==> config.mk <==
export PLATFORM = sky130hd
export DESIGN_NAME = grant_hold_ctrl
export DESIGN_NICKNAME = d
export VERILOG_FILES = /design/src/rtl/grant_hold_ctrl.sv
export SDC_FILE = /design/constraint.sdc
export NUM_CORES = 1
export LEC_CHECK = 0
export CAP_MARGIN = 20
export CORE_MARGIN = 3
export CORE_UTILIZATION = 50
export CTS_CLUSTER_SIZE = 40
export DETAILED_ROUTE_END_ITERATION = 10
export PLACE_DENSITY_LB_ADDON = 0.25
export SYNTH_ARGS = -nofsm -noshare
export SYNTH_HDL_FRONTEND = slang
export SYNTH_SLANG_ARGS = --single-unit
==> constraint.sdc <==
create_clock -name clk_i -period 4.7 [get_ports clk_i]
set_input_delay 0.705 -clock clk_i [delete_from_list [all_inputs] [get_ports clk_i]]
set_output_delay 0.705 -clock clk_i [all_outputs]
set_load 0.01 [all_outputs]
==> src/rtl/grant_hold_ctrl.sv <==
// Locks the upstream priority arbiter's one-hot grant to its winner until done, request
// withdrawal or a hold timeout, then forces a one-cycle dead time before the next grant.
`timescale 1ns / 1ps

module grant_hold_ctrl #(
  parameter int unsigned N       = 4,
  parameter int unsigned MaxHold = 16,
  localparam int unsigned IdW    = (N > 1) ? $clog2(N) : 1
) (
  input  logic           clk_i,
  input  logic           rst_ni,
  input  logic [N-1:0]   req_i,
  input  logic [N-1:0]   arb_gnt_i,
  input  logic           done_i,
  output logic [N-1:0]   gnt_o,
  output logic           gnt_valid_o,
  output logic [IdW-1:0] gnt_id_o,
  output logic           timeout_o,
  output logic           proto_err_o
);

  localparam int unsigned   CntW    = $clog2(MaxHold + 1);
  localparam logic [CntW-1:0] CntLast = CntW'(MaxHold - 1);

  typedef enum logic [1:0] {
    StIdle    = 2'd0,
    StGrant   = 2'd1,
    StRelease = 2'd2
  } state_e;

  state_e state_q, state_d;

  logic [N-1:0]    gnt_q, gnt_d;
  logic            valid_q, valid_d;
  logic [IdW-1:0]  gnt_id_q, gnt_id_d;
  logic [CntW-1:0] cnt_q, cnt_d;
  logic            timeout_q, timeout_d;
  logic            proto_err_q, proto_err_d;

  // Upstream grant qualification
  logic           arb_any;
  logic           arb_onehot;
  logic           arb_hit;
  logic           arb_legal;
  logic [IdW-1:0] arb_idx;

  assign arb_any    = |arb_gnt_i;
  assign arb_onehot = arb_any && ((arb_gnt_i & (arb_gnt_i - N'(1))) == '0);
  assign arb_hit    = |(arb_gnt_i & req_i);
  assign arb_legal  = arb_onehot && arb_hit;

  always_comb begin
    arb_idx = '0;
    for (int unsigned i = 0; i < N; i++) begin
      if (arb_gnt_i[i]) begin
        arb_idx = IdW'(i);
      end
    end
  end

  // Release conditions while a grant is held
  logic owner_req;
  logic hold_expired;
  logic rel_any;

  assign owner_req    = req_i[gnt_id_q];
  assign hold_expired = (cnt_q == CntLast);
  assign rel_any      = done_i || !owner_req || hold_expired;

  // State register
  always_ff @(posedge clk_i or negedge rst_ni) begin
    if (!rst_ni) begin
      state_q <= StIdle;
    end else begin
      state_q <= state_d;
    end
  end

  // Next-state logic
  always_comb begin
    state_d = state_q;
    unique case (state_q)
      StIdle: begin
        if (arb_legal) begin
          state_d = StGrant;
        end
      end
      StGrant: begin
        if (rel_any) begin
          state_d = StRelease;
        end
      end
      StRelease: begin
        state_d = StIdle;
      end
      default: begin
        state_d = StIdle;
      end
    endcase
  end

  // Output / datapath next-state logic
  always_comb begin
    gnt_d       = gnt_q;
    valid_d     = valid_q;
    gnt_id_d    = gnt_id_q;
    cnt_d       = cnt_q;
    timeout_d   = 1'b0;
    proto_err_d = 1'b0;
    unique case (state_q)
      StIdle: begin
        if (arb_legal) begin
          gnt_d    = arb_gnt_i;
          valid_d  = 1'b1;
          gnt_id_d = arb_idx;
          cnt_d    = '0;
        end else if (arb_any) begin
          proto_err_d = 1'b1;
        end
      end
      StGrant: begin
        if (rel_any) begin
          gnt_d   = '0;
          valid_d = 1'b0;
          // Timeout only when expiry is the sole reason for release
          timeout_d = !done_i && owner_req && hold_expired;
        end else if (cnt_q != CntLast) begin
          cnt_d = cnt_q + CntW'(1);
        end
      end
      StRelease: begin
        gnt_d   = '0;
        valid_d = 1'b0;
      end
      default: begin
        gnt_d   = '0;
        valid_d = 1'b0;
      end
    endcase
  end

  always_ff @(posedge clk_i or negedge rst_ni) begin
    if (!rst_ni) begin
      gnt_q       <= '0;
      valid_q     <= 1'b0;
      gnt_id_q    <= '0;
      cnt_q       <= '0;
      timeout_q   <= 1'b0;
      proto_err_q <= 1'b0;
    end else begin
      gnt_q       <= gnt_d;
      valid_q     <= valid_d;
      gnt_id_q    <= gnt_id_d;
      cnt_q       <= cnt_d;
      timeout_q   <= timeout_d;
      proto_err_q <= proto_err_d;
    end
  end

  assign gnt_o       = gnt_q;
  assign gnt_valid_o = valid_q;
  assign gnt_id_o    = gnt_id_q;
  assign timeout_o   = timeout_q;
  assign proto_err_o = proto_err_q;

  // Structural invariants of the registered outputs
  a_gnt_onehot0 : assert property (@(posedge clk_i) disable iff (!rst_ni) $onehot0(gnt_q));
  a_valid_match : assert property (@(posedge clk_i) disable iff (!rst_ni) valid_q == |gnt_q);
  a_pulse_excl  : assert property (@(posedge clk_i) disable iff (!rst_ni)
                                   !(timeout_q && proto_err_q));

endmodule

# [Word level (Yosys, flattened, before mapping)]
# Index checks and enable logic that the tools add are counted.
[classes] magnitude_cmp=1 n_mux=23 addsub=2 bitwise_logic=2 eq_ne=7 reduce_logical=16
[ops] cell="two-way mux 5 bit" n=3
[ops] cell="case mux 5 bit (2 select lines)" n=1
[ops] cell="two-way mux 1 bit" n=9
[ops] cell="AND 4 bit" n=2
[ops] cell="two-way mux 2 bit" n=4
[ops] cell="two-way mux 4 bit" n=2
[ops] cell="!= test 2 bit (second input constant)" n=4
[ops] cell="case mux 4 bit (2 select lines)" n=1
[ops] cell="OR reduction 4 bit" n=2
[ops] cell="adder 5 x 1 -> 5 bit (second input constant)" n=1
[ops] cell="== test 5 x 4 -> 1 bit (second input constant)" n=1
[ops] cell="!= test 5 x 4 -> 1 bit (second input constant)" n=1
[ops] cell="logical AND 1 bit" n=4
[ops] cell="zero test 4 bit" n=1
[ops] cell="case mux 2 bit (2 select lines)" n=1
[ops] cell="AND reduction 2 bit" n=2
[ops] cell="AND reduction 4 bit" n=1
[ops] cell="subtractor 4 x 1 -> 4 bit (second input constant)" n=1
[ops] cell="< comparator 2 x 3 -> 1 bit (second input constant)" n=1
[ops] cell="binary-select mux 1 bit (select 2 bit)" n=1
[ops] cell="== test 2 x 1 -> 1 bit (second input constant)" n=1
[ops] cell="zero test 1 bit" n=2
[ops] cell="zero test 2 bit" n=1
[ops] cell="logical OR 1 bit" n=2
[ops] cell="2 further kinds" n=2
[totals] inputBits=11 ff_bits=16 elab_cells=58 out_inout_bits=9

# [Logic depth before layout (Yosys ltp)]
# Gate-level depths: netlist (run 1).
[depth] ltp_word=7 ltp_mapped=8 mapped_depth_nobuf=7

# [Worst setup path after synthesis (run 1)]
# OpenSTA, ideal clock, no wires.
[synth_path] kind="register to register" start="register cnt_q[0]" end="register cnt_q[0]" slack_ns=2.606 path_stages_with_launch=9 n_path_buf=1 setup_ns=0.125 synth_period_minus_slack_ns=2.094 required_time_ns=4.575 arrival_ns=1.968 cell_sequence="dfrtp_1 ha_1 and3_1 ha_1 nor4b_1 and2_4 buf_6 a21oi_4 mux2_4"
[synth_via] elab_chain_cells=4 word_cells_on_any_way=10 classes_between="add/sub (1); eq/ne (4); mux (3); reduce/logical (2)"
[synth_rtl] element="start, declared" line="36" rtl="logic [CntW-1:0] cnt_q, cnt_d;"
[synth_rtl] element="start signal, assigned" line="154" rtl="cnt_q <= cnt_d;"
[synth_rtl] element="adder 5 x 1 -> 5 bit / == test 5 x 4 -> 1 bit (equally long branches)" line="128, 67"
[synth_rtl] element="two-way mux 5 bit / logical OR 1 bit (equally long branches)" line="127, 68"
[synth_rtl] element="two-way mux 5 bit / != test 2 bit (equally long branches)"
[synth_rtl] element="case mux 5 bit (2 select lines) / AND reduction 4 bit (equally long branches)"
# Several ways; a longest one is shown, not always the timed one. The select of a mux whose other input is x is not followed.
# A chain may end at the register's enable or synchronous reset.

# [Final worst setup path (run 1)]
# Ends and elaborated chain as after synthesis.

==> flow_summary.yaml, run 1 <==
outcome:
  status: "finished clean"
floorplanning:
  dieArea_mm2: 0.00213
  ios: 20
  die_h_um: 46.1
  die_w_um: 46.1
  core_area_mm2: 0.00140
  start_util: 0.576
  rows: 13
timing:
  rsz0062_at_grt: "no"
  worst_slew_pin_slew_ps: 649
  whs_ps: 527
  post-route-period-util: 0.482
  report.final.slew_viol_count: 0
  postLayoutSetupSlackWorst_ps: 2430
  final_hold_viol_count: 0
  setup_violations: 0
  max-slew-margin-rel: 0.566
  timing.fmax_mhz: 441
  finalSetupTns_ps: 0
  fin_crit_ps: 2270
  fin_worst_skew_ps: 5.69
global_route:
  antenna_found_initial: 0
  grt-ovfl-total: 0
  grt_pass1_vias: 584
  grt_max_degree: 16
  grt_pass1_wl_um: 2550
  grt_use_total: 0.168
critical_path:
  setup.worst_path.end_class: "flip-flop"
  crit_type: "flip-flop to flip-flop"
  startpoint_type: "flip-flop"
  critPathMaxFanout: 8
  setup.worst_path.end: "cnt_q[0]"
  r2r-end: "cnt_q[0]"
  timing.reg2reg.setup_slack_ps: 2430
  crit_start: "cnt_q[0]"
  r2r_start: "cnt_q[0]"
  crit_required_ps: 4870
  arrival_ps: 2440
  ff2ff_path_depth: 7
detailed_routing:
  postRouteAntennaNets: 0
  via_count: 650
  via_per_inst: 5.75
  drc: 0
  first_pass_iters: 4
  wl_per_cell_um: 14.4
  drtIter0Drc: 36
  drt-total-wl_um: 1630
placed_design:
  io_buffer_count: 19
  gp_congestion: 0.781
  dp_hpwl_um: 1230
  dp_slack_ps: 2270
  place_inst: 109
synth:
  synthXorXnorAreaFrac: 0.0326
  synthAdderAreaFrac: 0.0311
  synth_top_family_by_area: "compound AO/OA/AOI/OAI gates"
  ys_types: 27
  synth_nets: 92
  synth_top_cell_area_share: 0.466
  synth_compound_area_frac: 0.196
  synth-simple-area-share: 0.165
  synth_mux_area_frac: 0.0466
  yosysSeqAreaShare: 0.466
  synth_edf_count: 0
  syn-cell-area_um2: 806
  yosys-top-cells-area: "dfrtp_1, a21oi_1, a22o_2"
  syn_area_per_cell_um2: 10.2
  synthFlopType: "dfrtp_1"
  ys_top_cells_by_count: "dfrtp_1, inv_1, nor2_1"
  async_reset_ff_frac: 1.00
  synth_warnings: 0
  ys_ff_latch: 15
  netlist_instances: 79
  synth_top_cell_by_area: "dfrtp_1"
  yosysMostFrequentCell: "dfrtp_1"
finish:
  drive_gt1_frac: 0.133
  fillers: 98
  n_antenna_cell: 0
  fin_cells: 113
  nets: 112
  syn_to_final_growth_pct: 26.2
clock_tree:
  htreeDepth: 1
  tritoncts: "done"
  ctsLongestPathBuffers: 2
  post_cts_resized: 0
  clock_latency_ps: 280
  cts-root-buf: "clkbuf_4"
  cts_setup_buffers: 0
  cts_made_buffers: 3
  cts_hold_buffers: 0
  cts_sinks: 15
  clk_pin_slew_ps: 90
min_path:
  hold_path_class: "flip-flop to flip-flop"
flow_run:
  maxCapViolCount: 0
pwr:
  total_power_w: 0.000401
  p_leak_nw: 0.452
  ir_drop_mv: 0.246
  power.density_mw_per_mm2: 394
==> report_power, final <==
part	switching [W]	internal [W]	leakage, nW	total [W]
clock	0.0000423	0.0000316	0.0177	0.0000739
sequential	0.0000236	0.000157	0.195	0.000181
combinational	0.0000670	0.0000795	0.240	0.000147
==> cell families (layout without fill, tap and decap cells) <==
group / count (synthesis) / after routing
simple gates: 25 / 25
compound gates: 21 / 21
flops: 15 / 15
buf+inv: 11 / 30
xor+xnor: 3 / 3
fa+ha+maj: 2 / 2
mux: 2 / 2
==> layer usage <==
| metal | up-vias | global-route usage | wire length [um] | share of wire |
|---|---|---|---|---|
| met4 | 0 | 0.0398 | 0 | 0 |
| met2 | 27 | 0.245 | 740 | 0.45 |
| li1 | 321 | - | - | - |
| met5 | - | 0 | 0 | 0 |
| met3 | 0 | 0.0625 | 151 | 0.093 |
| met1 | 302 | 0.237 | 738 | 0.45 |
==> cells in the final DEF, fill, tap and decap left out, types with 2 or more instances in the layout <==
cell type | netlist | routed
a21oi_1 | 6 | 6
a22o_2 | 3 | 3
a31oi_1 | 2 | 2
and3_1 | 2 | 2
clkbuf_4 | 0 | 3
clkdlybuf4s50_1 | 0 | 19
dfrtp_1 | 15 | 15
ha_1 | 2 | 2
inv_1 | 7 | 7
nand2_1 | 4 | 4
nand3_1 | 6 | 6
nor2_1 | 7 | 7
nor4b_1 | 3 | 3
o211ai_1 | 4 | 4
xor2_1 | 3 | 3
==> worst min-delay path by stage <==
stage | startpoint | endpoint | slack (ps) | cells past startpoint
after global routing | cnt_q[4] | cnt_q[4] | 550 | 1
after detailed placement | cnt_q[4] | cnt_q[4] | 500 | 1
after CTS | cnt_q[4] | cnt_q[4] | 530 | 1
final | cnt_q[4] | cnt_q[4] | 530 | 1
after floorplan | rst_ni | cnt_q[0] | 410 | 0
after global placement | cnt_q[4] | cnt_q[4] | 490 | 1
==> metrics by stage <==
stage	instance area, um2	utilization
floorplan	806	-
global placement	990	0.708
detailed placement	990	0.708
CTS	1020	0.727
global route	1020	0.727
finish	1020	0.727
==> layout make-up <==
type / instances / area, um2 / share of cell area
Multi-Input combinational cell: 53 / 379 / 0.373
Sequential cell: 15 / 375 / 0.369
Timing Repair Buffer: 19 / 190 / 0.187
Inverter: 7 / 26.3 / 0.0258
Clock buffer: 3 / 22.5 / 0.0221
Tap cell: 15 / 18.8 / 0.0185
Clock inverter: 1 / 5.00 / 0.00492
==> critical path: stages, from the launching register on <==
cell     delay (ps)
dfrtp_1         420
ha_1            230
and3_1          190
ha_1            200
nor4b_1         500
and2_4          300
a21oi_4          50
mux2_4          270
==> sequential cells by signal (all words and copies together), names as in the netlist <==
| name | flops |
|---|---|
| timeout_o | 1 |
| state_q | 2 |
| gnt_id_o | 2 |
| gnt_o | 4 |
| proto_err_o | 1 |
| cnt_q | 5 |
Note: power is estimated with default switching activity, not from simulation.
==> run 2: changes to the inputs <==
--- a/config.mk
+++ b/config.mk
@@ -7,7 +7,7 @@
 export LEC_CHECK = 0
 export CAP_MARGIN = 20
 export CORE_MARGIN = 3
-export CORE_UTILIZATION = 50
+export CORE_UTILIZATION = 47
 export CTS_CLUSTER_SIZE = 40
 export DETAILED_ROUTE_END_ITERATION = 10
 export PLACE_DENSITY_LB_ADDON = 0.25
==> constraint.sdc (replaced) <==
create_clock -name clk_i -period 2.3 [get_ports clk_i]
set_input_delay 0.345 -clock clk_i [delete_from_list [all_inputs] [get_ports clk_i]]
set_output_delay 0.345 -clock clk_i [all_outputs]
set_load 0.01 [all_outputs]
==> run 2 against run 1 <==
Clock-buffer cell count increased by 1. Global-route usage up 0.53 points. Clock skew shrank 1.3 ps. Cell area is 1.5% higher. Via count grew 2.0%. Clock power increased by 110%. Critical path depth unchanged. Register-to-register slack worse by 2300 ps. Combinational power grew 110%. Power increased by 110%. Largest cell class unchanged. Maximum frequency increased by 4.8%. Cell count rose by 2.7%.
==> flow_summary.yaml, run 2 (same netlist as run 1, synthesis figures left out) <==
pwr:
  switching_share: 0.328
  power.density_mw_per_mm2: 805
  internal-power_w: 0.000559
  p_sw_w: 0.000273
  combPwrFrac: 0.372
  seqPwrFrac: 0.443
  pwr-share-clk: 0.185
  p_leak_nw: 0.460
  ir_drop_mv: 0.540
clock_tree:
  clock_latency_ps: 290
  cts-root-buf: "clkbuf_4"
  tritoncts: "done"
  cts_setup_buffers: 0
  cts_hold_buffers: 0
  clk_pin_slew_ps: 90
  ctsLongestPathBuffers: 2
  cts_made_buffers: 3
  cts_sinks: 15
  htreeDepth: 1
  post_cts_resized: 0
critical_path:
  cp_slowest_cell: "dfrtp_1"
  critPathMaxFanout: 8
  startpoint_type: "flip-flop"
  cp_common_cell: "ha_1"
  slowest_delay_ps: 420
  arrival_ps: 2350
  setup.worst_path.end_class: "flip-flop"
  timing.reg2reg.setup_slack_ps: 140
  path_delay_family: "simple AND/OR/NAND/NOR gates"
  crit_type: "flip-flop to flip-flop"
  path_buf_inv: 0
  crit_chain: "ha_1, and3_1, ha_1, nor4b_1, and2_4, a21oi_4, mux2_4"
  crit_required_ps: 2480
floorplanning:
  core_area_mm2: 0.00156
  dieArea_mm2: 0.00225
  rows: 14
  die_h_um: 47.4
  start_util: 0.517
  die_w_um: 47.4
  ios: 20
timing:
  fin_worst_skew_ps: 4.44
  rsz0062_at_grt: "no"
  timing.fmax_mhz: 462
  final_hold_viol_count: 0
  setup_violations: 0
  fin_crit_ps: 2160
  report.final.slew_viol_count: 0
  max-slew-margin-rel: 0.544
  post-route-period-util: 0.941
  finalSetupTns_ps: 0
  worst_slew_pin_slew_ps: 682
finish:
  syn_to_final_growth_pct: 28.1
  fin_cells: 116
  n_antenna_cell: 0
  nets: 114
  final_common_cell: "clkdlybuf4s50_1"
  drive_gt1_frac: 0.140
  final_cell_mix: "clkdlybuf4s50_1, dfrtp_1, inv_1, nor2_1"
  fillers: 132
  largest_reg_flops: 5
  largest-register: "cnt_q"
  final_util: 0.662
detailed_routing:
  via_count: 663
  wl_per_cell_um: 15.3
  drc: 0
  first_pass_iters: 4
  drt-total-wl_um: 1770
  postRouteAntennaNets: 0
  drtIter0Drc: 18
  via_per_inst: 5.72
global_route:
  grt_pass1_wl_um: 2720
  antenna_found_initial: 0
  grt_max_degree: 16
  grt_pass1_vias: 626
  grt-ovfl-total: 0
  grt_use_total: 0.174
outcome:
  status: "finished clean"
placed_design:
  place_inst: 112
  io_buffer_count: 19
  gp_congestion: 0.812
  dp_hpwl_um: 1320
min_path:
  hold_path_class: "primary input to asynchronous set/reset pin"
flow_run:
  maxCapViolCount: 0
==> run 2: cell types whose count changed in the layout (fill, tap and decap cells not counted) <==
cell      delta
buf_4        +2
clkbuf_1     +1
clkinv_2     -1
==> run 2: path summary, 6_finish.rpt <==
| kind | start | to | cells after the start |
|---|---|---|---|
| setup / recovery | cnt_q[0] | cnt_q[0] | 7 |
| hold / removal | rst_ni | gnt_id_o[1] | 1 |
| setup reg to reg | cnt_q[0] | cnt_q[0] | 7 |
| hold reg to reg | cnt_q[4] | cnt_q[4] | 1 |
| max in group asynchronous | rst_ni | cnt_q[4] | 1 |
| min in group clk_i | cnt_q[4] | cnt_q[4] | 1 |
==> run 2: layout make-up <==
class / instances / area, um2 / share of cell area
clock buffer: 4 / 26.3 / 0.0255
inverter: 7 / 26.3 / 0.0255
multi-input combinational: 53 / 379 / 0.367
sequential: 15 / 375 / 0.364
tap: 16 / 20.0 / 0.0194
timing repair buffer: 21 / 205 / 0.199
==> run 2: per-layer routing <==
layer / vias to the layer above / part of all wire / global-route usage
li1: 324 / - / -
met1: 311 / 0.45 / 0.244
met2: 26 / 0.46 / 0.259
met3: 2 / 0.069 / 0.0268
met4: 0 / 0.016 / 0.0829
met5: - / 0 / 0
==> run 2: stage by stage <==
stage                     hold slack, ps  setup WS [ps]  power [W]  instance area (um2)
after global placement               486            269   0.000674                 1010
after detailed placement             492            147   0.000683                 1010
after CTS                            487            121   0.000838                 1030
after global routing                 504           29.7   0.000882                 1030
after floorplan                     49.4            206   0.000535                  806
final                                462            136   0.000831                 1030
==> run 2: power by group through the flow <==
stage,combinational [W],clock (W),sequential [W]
2_1_floorplan,0.000148,0,0.000387
3_3_place_gp,0.000304,0,0.000370
3_5_place_dp,0.000309,0,0.000374
4_1_cts,0.000312,0.000158,0.000368
5_1_grt,0.000339,0.000167,0.000376
6_report,0.000310,0.000154,0.000368
